`src/rtl/lin_comb_seq_pkg.sv`:
```
// lin_comb_pkg: shared definitions for the lin_comb_seq shift-and-add unit.
//   state_e : control FSM states (IDLE, MUL_X, MUL_Y, DONE)
//   res_w() : result width derived from operand and coefficient widths.
//             The extra bit is headroom for the a*x + b*y sum.
package lin_comb_pkg;

  typedef enum logic [1:0] {
    IDLE  = 2'd0,
    MUL_X = 2'd1,
    MUL_Y = 2'd2,
    DONE  = 2'd3
  } state_e;

  function automatic int res_w(input int data_w, input int coef_w);
    return data_w + coef_w + 1;
  endfunction

endpackage

```
`src/rtl/lin_comb_seq_if.sv`:
```
// lin_comb_seq_if: request/response bundle for lin_comb_seq.
//   start, sub, x, y, a, b : request side (driven by the master)
//   result, busy, done     : response side (driven by the unit)
// The master modport is used by whoever issues operations.
// The slave modport is used by the unit itself.
interface lin_comb_seq_if
  import lin_comb_pkg::*;
#(
  parameter int DATA_W = 8,
  parameter int COEF_W = 4
);
  localparam int RES_W = res_w(DATA_W, COEF_W);

  logic              start;
  logic              sub;
  logic [DATA_W-1:0] x;
  logic [DATA_W-1:0] y;
  logic [COEF_W-1:0] a;
  logic [COEF_W-1:0] b;
  logic [RES_W-1:0]  result;
  logic              busy;
  logic              done;

  modport master (
    output start, sub, x, y, a, b,
    input  result, busy, done
  );

  modport slave (
    input  start, sub, x, y, a, b,
    output result, busy, done
  );

endinterface

```
`src/rtl/lin_comb_seq_shift_add_lane.sv`:
```
// shift_add_lane: one shift-and-add multiplier lane.
// It is time-shared by lin_comb_seq, first for a*x and then for b*y.
//   clock, reset : clock and asynchronous active-high reset
//   load         : capture opnd_in (zero-extended) and coef_in
//   step         : shift the operand copy left and the coefficient copy right
//   sub          : present the current term negated (two's complement)
//   opnd_in      : operand to load
//   coef_in      : coefficient to load
//   term         : contribution of this cycle; 0 when the coefficient LSB is 0
//   last         : the remaining coefficient has no bits above the LSB, so
//                  this cycle is the final one for the current product
module shift_add_lane
  import lin_comb_pkg::*;
#(
  parameter int DATA_W = 8,
  parameter int COEF_W = 4
) (
  input  logic                                  clock,
  input  logic                                  reset,
  input  logic                                  load,
  input  logic                                  step,
  input  logic                                  sub,
  input  logic [DATA_W-1:0]                     opnd_in,
  input  logic [COEF_W-1:0]                     coef_in,
  output logic [res_w(DATA_W, COEF_W)-1:0]      term,
  output logic                                  last
);
  localparam int RES_W = res_w(DATA_W, COEF_W);

  logic [RES_W-1:0]  opnd_q, opnd_d;
  logic [COEF_W-1:0] coef_q, coef_d;

  always_comb begin
    opnd_d = opnd_q;
    coef_d = coef_q;
    if (load) begin
      opnd_d = RES_W'(opnd_in);
      coef_d = coef_in;
    end else if (step) begin
      opnd_d = opnd_q << 1;
      coef_d = coef_q >> 1;
    end
  end

  always_ff @(posedge clock or posedge reset) begin
    if (reset) begin
      opnd_q <= '0;
      coef_q <= '0;
    end else begin
      opnd_q <= opnd_d;
      coef_q <= coef_d;
    end
  end

  // Subtraction folds into the accumulator adder by negating the term here.
  always_comb begin
    term = '0;
    if (coef_q[0]) begin
      term = sub ? (~opnd_q + RES_W'(1)) : opnd_q;
    end
  end

  assign last = ((coef_q >> 1) == '0);

endmodule

```
`src/rtl/lin_comb_seq.sv`:
```
// lin_comb_seq: sequential linear-combination unit.
// It computes result = a*x + b*y, or a*x - b*y when sub=1, modulo 2^RES_W.
//   clock : rising-edge clock
//   reset : asynchronous active-high reset; aborts any running operation
//   bus   : lin_comb_seq_if.slave carrying start/sub/x/y/a/b in and
//           result/busy/done out
// A single shift_add_lane handles a*x during MUL_X.
// It is then reloaded with the latched y and b for MUL_Y.
// Each multiply phase ends as soon as no higher coefficient bits remain, so
// its length is the coefficient's bit length, with a minimum of one cycle.
module lin_comb_seq
  import lin_comb_pkg::*;
#(
  parameter int DATA_W = 8,
  parameter int COEF_W = 4
) (
  input  logic           clock,
  input  logic           reset,
  lin_comb_seq_if.slave  bus
);
  localparam int RES_W = res_w(DATA_W, COEF_W);

  state_e            state_q, state_d;
  logic [RES_W-1:0]  acc_q, acc_d;
  logic [RES_W-1:0]  result_q, result_d;
  logic [DATA_W-1:0] y_q, y_d;
  logic [COEF_W-1:0] b_q, b_d;
  logic              sub_q, sub_d;

  logic              lane_load;
  logic              lane_step;
  logic              lane_sub;
  logic [DATA_W-1:0] lane_opnd;
  logic [COEF_W-1:0] lane_coef;
  logic [RES_W-1:0]  lane_term;
  logic              lane_last;

  shift_add_lane #(
    .DATA_W (DATA_W),
    .COEF_W (COEF_W)
  ) u_lane (
    .clock   (clock),
    .reset   (reset),
    .load    (lane_load),
    .step    (lane_step),
    .sub     (lane_sub),
    .opnd_in (lane_opnd),
    .coef_in (lane_coef),
    .term    (lane_term),
    .last    (lane_last)
  );

  always_comb begin
    state_d   = state_q;
    acc_d     = acc_q;
    result_d  = result_q;
    y_d       = y_q;
    b_d       = b_q;
    sub_d     = sub_q;
    lane_load = 1'b0;
    lane_step = 1'b0;
    lane_sub  = 1'b0;
    lane_opnd = bus.x;
    lane_coef = bus.a;

    unique case (state_q)
      IDLE: begin
        if (bus.start) begin
          // x and a go straight into the lane.
          // y, b and sub are held here until the second phase.
          y_d       = bus.y;
          b_d       = bus.b;
          sub_d     = bus.sub;
          acc_d     = '0;
          lane_load = 1'b1;
          state_d   = MUL_X;
        end
      end

      MUL_X: begin
        acc_d = acc_q + lane_term;
        if (lane_last) begin
          // Reload the lane with the second product's operands.
          lane_load = 1'b1;
          lane_opnd = y_q;
          lane_coef = b_q;
          state_d   = MUL_Y;
        end else begin
          lane_step = 1'b1;
        end
      end

      MUL_Y: begin
        lane_sub = sub_q;
        acc_d    = acc_q + lane_term;
        if (lane_last) begin
          result_d = acc_q + lane_term;
          state_d  = DONE;
        end else begin
          lane_step = 1'b1;
        end
      end

      DONE: begin
        state_d = IDLE;
      end

      default: begin
        state_d = IDLE;
      end
    endcase
  end

  always_ff @(posedge clock or posedge reset) begin
    if (reset) begin
      state_q  <= IDLE;
      acc_q    <= '0;
      result_q <= '0;
      y_q      <= '0;
      b_q      <= '0;
      sub_q    <= 1'b0;
    end else begin
      state_q  <= state_d;
      acc_q    <= acc_d;
      result_q <= result_d;
      y_q      <= y_d;
      b_q      <= b_d;
      sub_q    <= sub_d;
    end
  end

  assign bus.result = result_q;
  assign bus.busy   = (state_q != IDLE);
  assign bus.done   = (state_q == DONE);

endmodule
```
`src/flat_wrapper.sv`:
```
// flat-port wrapper written by rule: the top's interface ports become plain ports
module lin_comb_seq_flat import lin_comb_pkg::*;
#(
  parameter int DATA_W = 8,
  parameter int COEF_W = 4
)
  (clock, reset, bus_start, bus_sub, bus_x, bus_y, bus_a, bus_b, bus_result, bus_busy, bus_done);
  lin_comb_seq_if #(.DATA_W(DATA_W), .COEF_W(COEF_W)) bus_i ();
  input  logic clock;
  input  logic reset;
  input wire logic [$bits(bus_i.start)-1:0] bus_start;
  input wire logic [$bits(bus_i.sub)-1:0] bus_sub;
  input wire logic [$bits(bus_i.x)-1:0] bus_x;
  input wire logic [$bits(bus_i.y)-1:0] bus_y;
  input wire logic [$bits(bus_i.a)-1:0] bus_a;
  input wire logic [$bits(bus_i.b)-1:0] bus_b;
  output wire logic [$bits(bus_i.result)-1:0] bus_result;
  output wire logic [$bits(bus_i.busy)-1:0] bus_busy;
  output wire logic [$bits(bus_i.done)-1:0] bus_done;
  assign bus_i.start = bus_start;
  assign bus_i.sub = bus_sub;
  assign bus_i.x = bus_x;
  assign bus_i.y = bus_y;
  assign bus_i.a = bus_a;
  assign bus_i.b = bus_b;
  assign bus_result = bus_i.result;
  assign bus_busy = bus_i.busy;
  assign bus_done = bus_i.done;
  lin_comb_seq #(.DATA_W(DATA_W), .COEF_W(COEF_W)) u_core (.clock(clock), .reset(reset), .bus(bus_i));
endmodule
```
`config.mk`:
```
export PLATFORM = sky130hd
export DESIGN_NAME = lin_comb_seq_flat
export DESIGN_NICKNAME = d
export VERILOG_FILES = /design/src/rtl/lin_comb_seq_pkg.sv /design/src/rtl/lin_comb_seq_if.sv /design/src/rtl/lin_comb_seq_shift_add_lane.sv /design/src/rtl/lin_comb_seq.sv /design/src/flat_wrapper.sv
export SDC_FILE = /design/constraint.sdc
export NUM_CORES = 1
export LEC_CHECK = 0
export CORE_MARGIN = 2
export CORE_UTILIZATION = 55
export CTS_CLUSTER_SIZE = 28
export DETAILED_ROUTE_END_ITERATION = 8
export GPL_TIMING_DRIVEN = 1
export PLACE_DENSITY = 0.78
export REMOVE_ABC_BUFFERS = 1
export SLEW_MARGIN = 20
export SYNTH_ARGS = -nofsm -noshare
export SYNTH_HDL_FRONTEND = slang
export SYNTH_HIERARCHICAL = 1
export SYNTH_SLANG_ARGS = --single-unit
```
`constraint.sdc`:
```
create_clock -name clock -period 8.1 [get_ports clock]
set_input_delay 1.215 -clock clock [delete_from_list [all_inputs] [get_ports clock]]
set_output_delay 1.215 -clock clock [all_outputs]
set_load 0.005 [all_outputs]
```
# == Yosys cells after proc, flatten, opt, wreduce, memory -nomap -nowiden ==
# Index checks and enable logic that the tools add are counted.
# classes
n_addsub,2
n_eq_ne,6
mux,22
n_bitwise,1
reduce_logical,10
# op_table
operator,n
two-way mux 13 bit,5
case mux 13 bit (2 select lines),1
two-way mux 4 bit,4
two-way mux 8 bit,2
adder 13 x 1 -> 13 bit (second input constant),1
adder 13 bit,1
NOT 13 bit,1
case mux 2 bit (4 select lines),1
two-way mux 2 bit,3
AND reduction 2 bit,3
nonzero test 2 bit,3
two-way mux 1 bit,5
equality test 2 bit (second input constant),2
logical NOT 4 bit,1
!= test 2 x 1 -> 1 bit (second input constant),2
AND reduction 3 bit,1
equality test 2 x 1 -> 1 bit (second input constant),1
logical NOT 2 bit,1
!= test 2 bit (second input constant),1
case mux 1 bit (2 select lines),1
OR reduction 2 bit,1
# word_totals
regBits,58
output_inout_bits,15
elab_cells,49

# == Depth between registers and ports, before layout ==
# depth
depth_word,6
depth_mapped,15
ltp_nobuf,13

# == By module ==
# The synthesis kept the hierarchy.
# by_module_without_submodules
module,instances,cells_each,area_each_um2,seq_area_each_um2
lin_comb_seq,1,217,2501.1,1026.0
shift_add_lane,1,141,1239.9,425.4

# == Least setup slack after synthesis ==
# No wires, ideal clock.
# synth_path
kind,reg-to-reg
from,reg u_core.state_q[0]
to,"reg u_core.result_q[12], in the netlist u_core/bus.result[12]"
setup_time_ps,124
arrival_ps,2867
setup_slack_ps,5109
stages_incl_launch_ff,14
cell_sequence,dfrtp_1 > inv_1 > ha_1 > and2_1 > buf_2 > mux2i_1 > nor2_1 > fa_1 > a211oi_2 > nor3_2 > nor3_4 > o221a_4 > a211oi_2 > a211o_1
# synth_via
elab_chain_len,5
word_cells_on_any_way,6
# synth_lines
item,line_no,rtl
from (decl),lin_comb_seq.sv:23,"state_e state_q, state_d;"
from (signal assigned),lin_comb_seq.sv:123,state_q <= state_d;
equality test 2 bit,lin_comb_seq.sv:66,unique case (state_q)
two-way mux 1 bit,lin_comb_seq.sv:66,
via u_core.lane_sub,lin_comb_seq.sv:32,logic lane_sub;
two-way mux 13 bit,lin_comb_seq_shift_add_lane.sv:59,term = sub ? (~opnd_q + RES_W'(1)) : opnd_q;
two-way mux 13 bit,lin_comb_seq_shift_add_lane.sv:58,if (coef_q[0]) begin
via u_core.lane_term[1],lin_comb_seq.sv:35,logic [RES_W-1:0] lane_term;
adder 13 bit,lin_comb_seq.sv:97,result_d = acc_q + lane_term;
to (signal assigned),lin_comb_seq.sv:125,result_q <= result_d;
to (decl),lin_comb_seq.sv:25,"logic [RES_W-1:0] result_q, result_d;"
# The timed path passes the listed nets, and every way through them passes these cells.
# A chain may end at the register's enable or synchronous reset.

# == Final worst setup path ==
# layout_path
from,reg u_core.state_q[0]
to,reg u_core.acc_q[10]
# layout_via
elab_chain_len,6
word_cells_on_any_way,12
# layout_lines
item,line_no,rtl
equality test 2 bit,lin_comb_seq.sv:66,
two-way mux 1 bit,lin_comb_seq.sv:66,
via u_core.lane_sub,lin_comb_seq.sv:32,
two-way mux 13 bit,lin_comb_seq_shift_add_lane.sv:59,
two-way mux 13 bit,lin_comb_seq_shift_add_lane.sv:58,
via u_core.lane_term[2],lin_comb_seq.sv:35,
adder 13 bit,"lin_comb_seq.sv:81, lin_comb_seq.sv:95",
case mux 13 bit (2 select lines),lin_comb_seq.sv:66,
to (signal assigned),lin_comb_seq.sv:117,acc_q <= '0;
to (signal assigned),lin_comb_seq.sv:124,acc_q <= acc_d;
to (decl),lin_comb_seq.sv:24,"logic [RES_W-1:0] acc_q, acc_d;"
# The timed path passes the listed nets, and every way through them passes these cells.

==> metrics.csv <==
metric;value;unit
status;finished clean;
number of synthesized flops with an enable pin;0;
Final Instance Area;0.00442;mm²
Slew @ Worst Pin;1.05;ns
max cap viols;0;
All-Layer GR Usage;22.6;%
peak supply drop;0.297;mV
worst hold start;u_core/bus.result[11];
most frequent cells in the layout;58 x dfrtp_1, 42 x clkdlybuf4s50_1, 34 x mux2_2, 32 x nand2_1, 24 x mux2i_1;
maximum fanout along the worst path;13;
initial antenna violation count;0;
GP Congestion;0.811;
Util after Layout;66.2;%
Synth area leaders;dfrtp_1 39%, mux2_2 10%, mux2i_1 6.4%, ha_1 5.7%, nand2_1 3.2%;
I/O pins;43;
Final setup violation count;0;
syn avg cell area;10.4;µm²
clock sink count;58;
Routed WL;8.00;mm
Root Driver;clkbuf_8;
core area;0.00668;mm²
clk_skew;0.0118;ns
Synth Warn #;6;
Max Clk Rate;268;MHz
Comb pwr share;55.1;%
CTS Buf Count;9;
ys async rst share;100;%
worst r2r path cells;13;
worst endpoint required time;8.31;ns
crit path DAT;3.93;ns
Mapped Area;0.00374;mm²
Clock Latency Late Sink;0.34;ns
Die Y;86.5;µm
setup bufs post-CTS;0;
period utilization;46.0;%
Worst Setup End Kind;flop;
CTS resizes;0;
reg-to-reg setup timing slack;4.38;ns
share of cells above drive strength 1;19.7;%
drt wl/cell;16.6;µm
Seq cells post-synth;58;
Netlist cell types;69;
Reg power frac;28.9;%
Sw Share;42.1;%
Slew Viols, Final;0;
cts hold-fix bufs;0;
critical path type;flop to flop;
DRT iter0 DRCs;175;
largest net degree at the start of global routing;42;
Area Growth Syn to Fin;18.3;%
Die ar.;0.00748;mm²
Via-to-Cell Ratio;6.01;
Hold Path Class;flop to flop;
Hold EP;u_core/bus.result[11];
Die W;86.5;µm
drt drc;0;
setup total negative slack;0;ns
CTS Buffer Depth;2;
register area share after synthesis;38.8;%
FP Rows;30;
Int Pwr;0.00111;W
commonest non-fill, non-tap cell in the layout;dfrtp_1;
P_sw;0.000809;W
H-Tree Depth;3;
Final Hold Fails;0;
Yosys top cell area share;38.8;%
startpoint types;flop;
Placed Area;0.00419;mm²
# diodes;0;
Yosys top cell by area;dfrtp_1;
port buffer count;42;
first-pass GRT wire length;13.2;mm
PwrDens;435;mW/mm²
Hold Crit Depth;2;
antenna violation net count after detailed routing;0;
final net count;443;
DR pass1 iterations;4;
Slew HR;29.9;%
hpwl dp;5.56;mm
Post-Synthesis Cells;358;
RR Startpoint;u_core/state_q[0];
RSZ-0062 raised after global routing;no;
min cycle time layout;3.72;ns
clock share of power;16.0;%
vias;2895;
TritonCTS clock tree;yes;
Primary FF master, synth;dfrtp_1;
r2r endpoint;u_core/acc_q[10];
Clock transition at path regs;0.06;ns
gr ovfl total;0;
Starting Density;56.0;%
number of global-route vias before repair;2845;
Leak;1.96;nW
==> power by group through the flow <==
stage	clock network [W]	logic [W]	registers, W
after detailed placement	0	0.00104	0.000556
after floorplan	0	0.000780	0.000524
after global routing	0.000327	0.00116	0.000574
after CTS	0.000314	0.00105	0.000554
final	0.000308	0.00106	0.000555
after global placement	0	0.00101	0.000547
==> final cells by class <==
class,instances,area [µm²]
clock buffers,12,155
fillers,523,2260
clock inverters,4,73.8
inverters,14,52.6
repair buffers,44,435
well taps,80,100
flip-flops and latches,58,1450
multi-input cells,270,2160
==> how the worst max path moves through the flow <==
stage | to | start | cells after the start
floorplan | u_core/bus.result[12] | u_core/state_q[0] | 13
global placement | u_core/acc_q[9] | bus_start | 5
detailed placement | u_core/acc_q[10] | u_core/state_q[0] | 13
CTS | u_core/acc_q[10] | u_core/state_q[0] | 13
global route | u_core/bus.result[10] | u_core/state_q[0] | 13
finish | u_core/acc_q[10] | u_core/state_q[0] | 13
==> synth_stat cells, types with 3 or more instances <==
cell type	count
a211oi_2	3
a21o_1	5
a21oi_1	7
a22o_1	8
a31oi_1	3
and2_1	4
buf_2	4
buf_6	3
clkbuf_1	8
dfrtp_1	58
ha_1	17
inv_1	14
mux2_2	34
mux2i_1	24
nand2_1	32
nand2b_1	7
nand3b_1	4
nand4_1	3
nor2_1	18
nor2b_1	3
nor3_1	4
o211ai_1	3
o21ai_0	22
o311ai_1	3
o31ai_1	4
or3_1	3
xnor2_1	6
xor2_1	3
==> registers in the layout, indices dropped and copies added (netlist names) <==
| register | count |
|---|---|
| u_core/u_lane/coef_q | 4 |
| u_core/state_q | 2 |
| u_core/b_q | 4 |
| u_core/acc_q | 13 |
| u_core/y_q | 8 |
| u_core/sub_q | 1 |
| u_core/u_lane/opnd_q | 13 |
| u_core/bus.result | 13 |
==> critical path, stage by stage, from the launching register on <==
cell and delay [ns]:
dfrtp_1 0.42, inv_1 0.10, ha_1 0.23, and2_1 0.50, inv_1 0.23, or3_1 0.39, a21oi_1 0.17, ha_1 0.33
a211oi_2 0.28, nor3_2 0.10, o31ai_1 0.31, a21o_1 0.22, mux2i_1 0.20, o311ai_1 0.11
==> layer usage <==
layer  share of wire, %  vias up  GRT usage, %
met5                  0        -             0
met4                2.0        0          9.94
met3                5.5       17          5.62
met2                 47       93          34.9
met1                 46     1398          30.1
li1                   -     1387             -
==> logic make-up after synthesis <==
group	Yosys count	synth area share, %
compound gates	81	16.7
xor+xnor	9	2.11
fa+ha+maj	18	6.22
buf+inv	30	3.75
flops	58	38.8
mux	59	17.1
simple gates	103	15.4
==> through the flow <==
stage / power, W / setup WS [ns] / hold slack [ns] / cells
3_5_place_dp: 0.00159 / 4.46 / 0.475 / 466
2_1_floorplan: 0.00130 / 4.88 / 0.456 / 342
5_1_grt: 0.00206 / 4.05 / 0.515 / 482
4_1_cts: 0.00192 / 4.40 / 0.490 / 482
3_3_place_gp: 0.00156 / 4.59 / 0.463 / 466
6_report: 0.00192 / 4.38 / 0.486 / 482
Note: power is estimated with default switching activity, not from simulation.
